File: config.mk
export PLATFORM = sky130hd
export DESIGN_NAME = pulse_width_detector
export DESIGN_NICKNAME = d
export VERILOG_FILES = /design/src/rtl/pulse_width_detector.sv
export SDC_FILE = /design/constraint.sdc
export NUM_CORES = 1
export LEC_CHECK = 0
export CORE_UTILIZATION = 49
export DETAILED_ROUTE_END_ITERATION = 8
export DONT_BUFFER_PORTS = 1
export GPL_ROUTABILITY_DRIVEN = 0
export PLACE_DENSITY = 0.73
export SLEW_MARGIN = 0
export SYNTH_ARGS = -nofsm -noshare
export SYNTH_HDL_FRONTEND = slang
export SYNTH_SLANG_ARGS = --single-unit
File: constraint.sdc
create_clock -name clk -period 2.05 [get_ports clk]
set_clock_uncertainty 0.15 [all_clocks]
set_input_delay 0.615 -clock clk [delete_from_list [all_inputs] [get_ports clk]]
set_output_delay 0.615 -clock clk [all_outputs]
set_load 0.005 [all_outputs]
File: src/rtl/pulse_width_detector.sv
// Measures high pulses on an asynchronous line and reports width plus a SHORT/MID/LONG/TIMEOUT class.
// Latency: report strobe one cycle after the synchronised line is first seen low (SYNC_STAGES + 1 from pin sample).
// Backpressure: none; width_valid and glitch are single-cycle strobes that the consumer must take when they fire.
module pulse_width_detector #(
    parameter int CNT_W       = 16,
    parameter int SYNC_STAGES = 2,
    parameter int MIN_WIDTH   = 2,
    parameter int SHORT_MAX   = 12,
    parameter int MID_MAX     = 37,
    parameter int MAX_WIDTH   = 255
) (
    input  logic             clk,
    input  logic             rst,
    input  logic             enable,
    input  logic             pulse_in,
    output logic             width_valid,
    output logic [CNT_W-1:0] width,
    output logic [1:0]       width_class,
    output logic             glitch,
    output logic [7:0]       glitch_cnt,
    output logic             busy
);

    localparam logic [CNT_W-1:0] MIN_W   = CNT_W'(MIN_WIDTH);
    localparam logic [CNT_W-1:0] SHORT_W = CNT_W'(SHORT_MAX);
    localparam logic [CNT_W-1:0] MID_W   = CNT_W'(MID_MAX);
    localparam logic [CNT_W-1:0] MAX_W   = CNT_W'(MAX_WIDTH);

    typedef enum logic [1:0] {
        ARM      = 2'd0,
        IDLE     = 2'd1,
        HIGH     = 2'd2,
        WAIT_LOW = 2'd3
    } state_t;

    state_t             state;
    state_t             state_nxt;
    logic [CNT_W-1:0]   cnt;
    logic [CNT_W-1:0]   cnt_nxt;
    logic               rpt_vld;
    logic [CNT_W-1:0]   rpt_width;
    logic [1:0]         rpt_class;
    logic               glitch_nxt;

    // Synchroniser is deliberately left out of reset so a line held high through reset is seen high on release.
    logic [SYNC_STAGES-1:0] sync_q;
    logic                   s;

    always_ff @(posedge clk) begin
        sync_q <= {sync_q[SYNC_STAGES-2:0], pulse_in};
    end

    assign s = sync_q[SYNC_STAGES-1];

    always_comb begin
        state_nxt  = state;
        cnt_nxt    = cnt;
        rpt_vld    = 1'b0;
        rpt_width  = cnt;
        rpt_class  = 2'd0;
        glitch_nxt = 1'b0;
        case (state)
            ARM: begin
                if (!s) state_nxt = IDLE;
            end
            IDLE: begin
                if (s) begin
                    cnt_nxt   = CNT_W'(1);
                    state_nxt = HIGH;
                end
            end
            HIGH: begin
                if (s) begin
                    if (cnt < MAX_W) begin
                        cnt_nxt = cnt + CNT_W'(1);
                    end else begin
                        rpt_vld   = 1'b1;
                        rpt_width = MAX_W;
                        rpt_class = 2'd3;
                        state_nxt = WAIT_LOW;
                    end
                end else if (cnt >= MIN_W) begin
                    rpt_vld   = 1'b1;
                    rpt_class = (cnt <= SHORT_W) ? 2'd0 : (cnt <= MID_W) ? 2'd1 : 2'd2;
                    state_nxt = IDLE;
                end else begin
                    glitch_nxt = 1'b1;
                    state_nxt  = IDLE;
                end
            end
            WAIT_LOW: begin
                if (!s) state_nxt = IDLE;
            end
            default: state_nxt = ARM;
        endcase
        // Disabling abandons any pulse in flight silently and forces a fresh low before re-arming.
        if (!enable) begin
            state_nxt  = ARM;
            rpt_vld    = 1'b0;
            glitch_nxt = 1'b0;
        end
    end

    always_ff @(posedge clk) begin
        if (rst) begin
            state       <= ARM;
            cnt         <= '0;
            width_valid <= 1'b0;
            width       <= '0;
            width_class <= 2'd0;
            glitch      <= 1'b0;
            glitch_cnt  <= 8'd0;
        end else begin
            state       <= state_nxt;
            cnt         <= cnt_nxt;
            width_valid <= rpt_vld;
            glitch      <= glitch_nxt;
            if (rpt_vld) begin
                width       <= rpt_width;
                width_class <= rpt_class;
            end
            if (glitch_nxt && glitch_cnt != 8'hFF) begin
                glitch_cnt <= glitch_cnt + 8'd1;
            end
        end
    end

    assign busy = (state == HIGH);

endmodule
Word-level counts from Yosys, hierarchy flattened

Cells that the tools add are included.

Mux-type cells: 27
$add $sub $neg: 2
Bitwise logic cells: 1
Equality and inequality tests: 9
Reductions and logical operators: 7
Magnitude comparators: 4

Operator list:

| operator              | number |
|---|---|
| $mux 16               | 6 |
| $pmux 16 s2           | 1 |
| $mux 2                | 10 |
| $add 16x1->16 const B | 1 |
| $ge 16x2->1 const B   | 1 |
| $le 16x4->1 const B   | 1 |
| $le 16x6->1 const B   | 1 |
| $lt 16x8->1 const B   | 1 |
| $mux 1                | 9 |
| $add 8x1->8 const B   | 1 |
| $ne 8x8->1 const B    | 1 |
| $pmux 2 s3            | 1 |
| $eq 2x2->1 const B    | 2 |
| $ne 2x1->1 const B    | 2 |
| $ne 2x2->1 const B    | 2 |
| $reduce_and 4->1      | 1 |
| $reduce_or 2->1       | 2 |
| $ne 3x3->1 const B    | 1 |
| $reduce_and 3->1      | 1 |
| $eq 2x1->1 const B    | 1 |
| $logic_not 2->1       | 1 |
| $reduce_bool 2->1     | 1 |
| $logic_and 1x1->1     | 1 |
| $not 1->1             | 1 |

Register bits after elaboration: 48

Longest topological paths before layout

Depth in word-level cells: 6
Mapped depth: 9
Mapped depth without buffers: 6

Worst setup path after synthesis

Ideal clock, no wire load.

Path kind: register to register
Start point: register cnt[0]
End point: register glitch_cnt[4]
Buffers on the path: 2
Clock period less this slack: 2.211 ns
Stages on the path, launching flop included: 9
Arrival time: 1.938 ns
Slack: -0.161 ns
Data required time: 1.777 ns
Cell sequence: dfxtp_1 clkbuf_1 inv_1 ha_1 nor4_2 nand4_2 buf_6 nor4_2 mux2_1

Cells in the longest elaborated chain, start to end: 6

Ends and longest elaborated chain:

| item                   | line | source |
|---|---|---|
| from (decl)            | 38   | `logic [CNT_W-1:0] cnt;` |
| from (signal assigned) | 115  | `cnt <= cnt_nxt;` |
| $ge 16x2->1            | 82   | `end else if (cnt >= MIN_W) begin` |
| $mux 1                 | 82   |  |
| $mux 1                 | 73   | `if (s) begin` |
| $mux 1                 | 62   | `case (state)` |
| $mux 1                 | 97   | `if (!enable) begin` |
| $logic_and 1x1->1      | 122  | `if (glitch_nxt && glitch_cnt != 8'hFF) begin` |
| to (signal assigned)   | 123  | `glitch_cnt <= glitch_cnt + 8'd1;` |
| to (decl)              | 20   | `output logic [7:0] glitch_cnt,` |

Every way passes these cells.
A chain may end at the register's enable or synchronous reset.

Final worst setup path

Start point: register cnt[1]
End point: register glitch_cnt[0]

The elaborated chain is that of the path after synthesis.

==> results.tsv <==
stage	metric	value	unit
job	Max Cap Violations	0	
logic_synthesis	Compound-Gate Fraction of Synth Area	20.03	%
timing	final setup fails	0	
timing	min Tclk post-route	2.023	ns
logic_synthesis	synthesized area	2211	sq um
placement	dpl cell area	2411	sq um
clock_tree	clk sink count	48	
clock_tree	CTS tree	built	
drt	initial DRC count	143	
timing	worst slew pin tran	0.4475	ns
worst_setup_path	Crit. End Element	flip-flop	
global_routing	Overflow after GRT	0	
placement	HPWL Detailed	3350	um
power	leakage power	0.9579	nW
drt	via count	1915	
die	die width	69.17	um
die	die area	4784	sq um
die	core area	4354	sq um
drt	Detailed Route WL	5510	um
drt	routed len/inst	17.77	um
clock_tree	clk root buf	clkbuf_8	
global_routing	largest net degree at the start of global routing	26	
final_layout	Core Util, Final	61.70	%
global_routing	initial antenna violation count	0	
worst_setup_path	Top cell by count, worst path	buf_6	
logic_synthesis	XOR/XNOR share of the synthesized area	0	%
logic_synthesis	top post-synthesis cells by area	dfxtp_1 (43%), o221a_2 (5.1%), ha_1 (4.5%)	
timing	Rel. slew slack	69.94	%
timing	RSZ-0062 raised after global routing	yes	
timing	period utilization	98.68	%
clock_tree	htree depth	2	
clock_tree	Longest Clk Path Bufs	2	
logic_synthesis	Synth area leader	dfxtp_1	
logic_synthesis	ys async rst share	0	%
die	Die Height	69.17	um
worst_setup_path	CP max stage delay	0.40	ns
clock_tree	clock latency on the worst-skew pair	0.31	ns
logic_synthesis	post-synthesis simple-gate area fraction	22.92	%
logic_synthesis	Synth Instances	234	
worst_setup_path	r2r setup slk	0.03	ns
timing	Final Hold Viols	0	
power	power per cell area	604.7	nW/um^2
clock_tree	TritonCTS buffer count	5	
final_layout	NumNets Final	269	
logic_synthesis	Post-synth EDFFs	0	
logic_synthesis	post-synthesis adder-cell area fraction	4.527	%
worst_setup_path	CP Launch Type	flip-flop	
drt	first drt pass iteration count	4	
logic_synthesis	YS warnings	0	
drt	Remaining DRCs	0	
worst_setup_path	worst path cell trace	buf_6, nor4_4, nand4_4, buf_6, nor3_4, mux2_4	
clock_tree	CTS Hold Buffers Added	0	
placement	Port-buffer cells	0	
logic_synthesis	synthesized area per cell	9.448	sq um
drt	DR vias/cell	6.177	
timing	fin. max-slew vios	0	
logic_synthesis	top-area cell type share of the netlist area	43.46	%
global_routing	first-pass GRT wire length	8694	um
worst_setup_path	critical-path maximum fanout	5	
logic_synthesis	#FFs+latches synth	48	
final_layout	fraction of layout cells with a size suffix above 1	29.07	%
logic_synthesis	Synthesized Nets	246	
final_layout	# diodes	0	
logic_synthesis	synth cell count leaders	dfxtp_1 (48), nand2_1 (20), inv_1 (16)	
power	Peak VDD IR	0.4239	mV
final_layout	Final Cell Area	2686	sq um
die	Ports	33	
logic_synthesis	sequential element share of the synthesized area	43.46	%
clock_tree	clock-pin slew on the worst setup and hold paths	0.10	ns
global_routing	total global-route track usage	22.46	%
worst_setup_path	critical path type	flip-flop to flip-flop	
final_layout	area grow syn2layout	21.51	%
worst_setup_path	Slowest cell on crit path	nor4_4	
worst_hold_path	Hold WC Path Type	input pin to flip-flop	
timing	worst hold margin	0.1807	ns
status	outcome	completed	
die	Initial Util	50.78	%
worst_setup_path	worst endpoint data arrival time	2.08	ns
timing	fmax	494.3	MHz
logic_synthesis	largest family of logic cells by synthesized area	simple AND/OR/NAND/NOR gates	
logic_synthesis	multiplexer share of the synthesized area	2.377	%
drt	DRT antenna net count	0	
logic_synthesis	dominant synthesized flop cell	dfxtp_1	
logic_synthesis	Netlist cell types	46	
logic_synthesis	most common cell in the netlist	dfxtp_1	
die	FP Rows	24	
global_routing	vias in the first global route	1841	
worst_setup_path	Critical Path RT	2.11	ns
[metrics by stage]
stage | worst slack [ns] | instances | TNS, ns | total power, mW
final | 0.02702 | 310 | 0 | 1.625
after global routing | -0.04375 | 310 | -0.2037 | 1.683
after CTS | -0.002703 | 300 | -0.002703 | 1.628
after detailed placement | 0.007291 | 292 | 0 | 1.031
after global placement | 0.02690 | 292 | 0 | 1.030
after floorplan | 0.01855 | 234 | 0 | 1.020
[what timing repair did]
item | CTS | global route
cloned | 0 | 1
pin swaps | 2 | 10
buffers inserted | 0 | 9
endpoints found under the setup margin | 10 | 32
resized for setup | 1 | 20
[sequential cells by signal (all words and copies together), names as in the netlist]
| name | cells |
|---|---|
| cnt | 16 |
| glitch | 1 |
| glitch_cnt | 8 |
| state | 2 |
| sync_q | 2 |
| width | 16 |
| width_class | 2 |
| width_valid | 1 |
[final timing paths]
check	startpoint	end	depth (start not counted)
setup / recovery	cnt[1]$_SDFFE_PP0P_	glitch_cnt[0]$_SDFFE_PP0P_	6
hold / removal	pulse_in	sync_q[0]$_DFF_P_	0
setup reg to reg	cnt[1]$_SDFFE_PP0P_	glitch_cnt[0]$_SDFFE_PP0P_	6
hold reg to reg	sync_q[0]$_DFF_P_	sync_q[1]$_DFF_P_	0
[cell families after synthesis]
kind of cell | count (synthesis)
AO/OA/AOI/OAI | 58
buffers and inverters | 31
AND/OR/NAND/NOR | 84
multiplexers | 5
flip-flops | 48
adder cells (fa/ha/maj) | 8
[report_power, final]
| part | internal (mW) | total, mW | switching [mW] | leakage [nW] |
|---|---|---|---|---|
| Sequential | 0.937 | 0.943 | 0.00657 | 0.389 |
| Clock | 0.276 | 0.607 | 0.330 | 0.0516 |
| Combinational | 0.0295 | 0.0744 | 0.0449 | 0.518 |
[layer usage]
metal / GRT usage [%] / vias to the layer above / wire (um)
met5: 0 / - / 0
met3: 7.267 / 12 / 259
met4: 9.524 / 0 / 118
li1: - / 913 / -
met2: 34.52 / 49 / 2627
met1: 28.93 / 941 / 2504
[cell type report]
cell class / instances / area (sq um)
Sequential cell: 48 / 965.9
Timing Repair Buffer: 30 / 261.5
Clock buffer: 6 / 82.58
Tap cell: 52 / 65.06
Inverter: 16 / 60.06
Clock inverter: 2 / 13.76
Multi-Input combinational cell: 156 / 1237
Fill cell: 332 / 1668
[critical path: cells and delay by family (launching register included)]
kind / cells / cell delay, ns
flops: 1 / 0.37
buf+inv: 2 / 0.29
mux: 1 / 0.31
simple gates: 3 / 0.80
[cells in the final DEF, fill, tap and decap left out, types with 4 or more instances in the layout]
cell type and count:
nor2_1 15, nand2_1 20, inv_1 15, or4_1 4, o32ai_1 7, dfxtp_1 46
o221a_2 10, buf_4 25, nor4_4 4, a21oi_1 11, o31ai_1 8, nand4_1 5
nand3_1 7, or3_1 4, ha_1 5, o21ai_0 5, clkbuf_8 6
No activity file was read; power rests on OpenSTA's default activity.
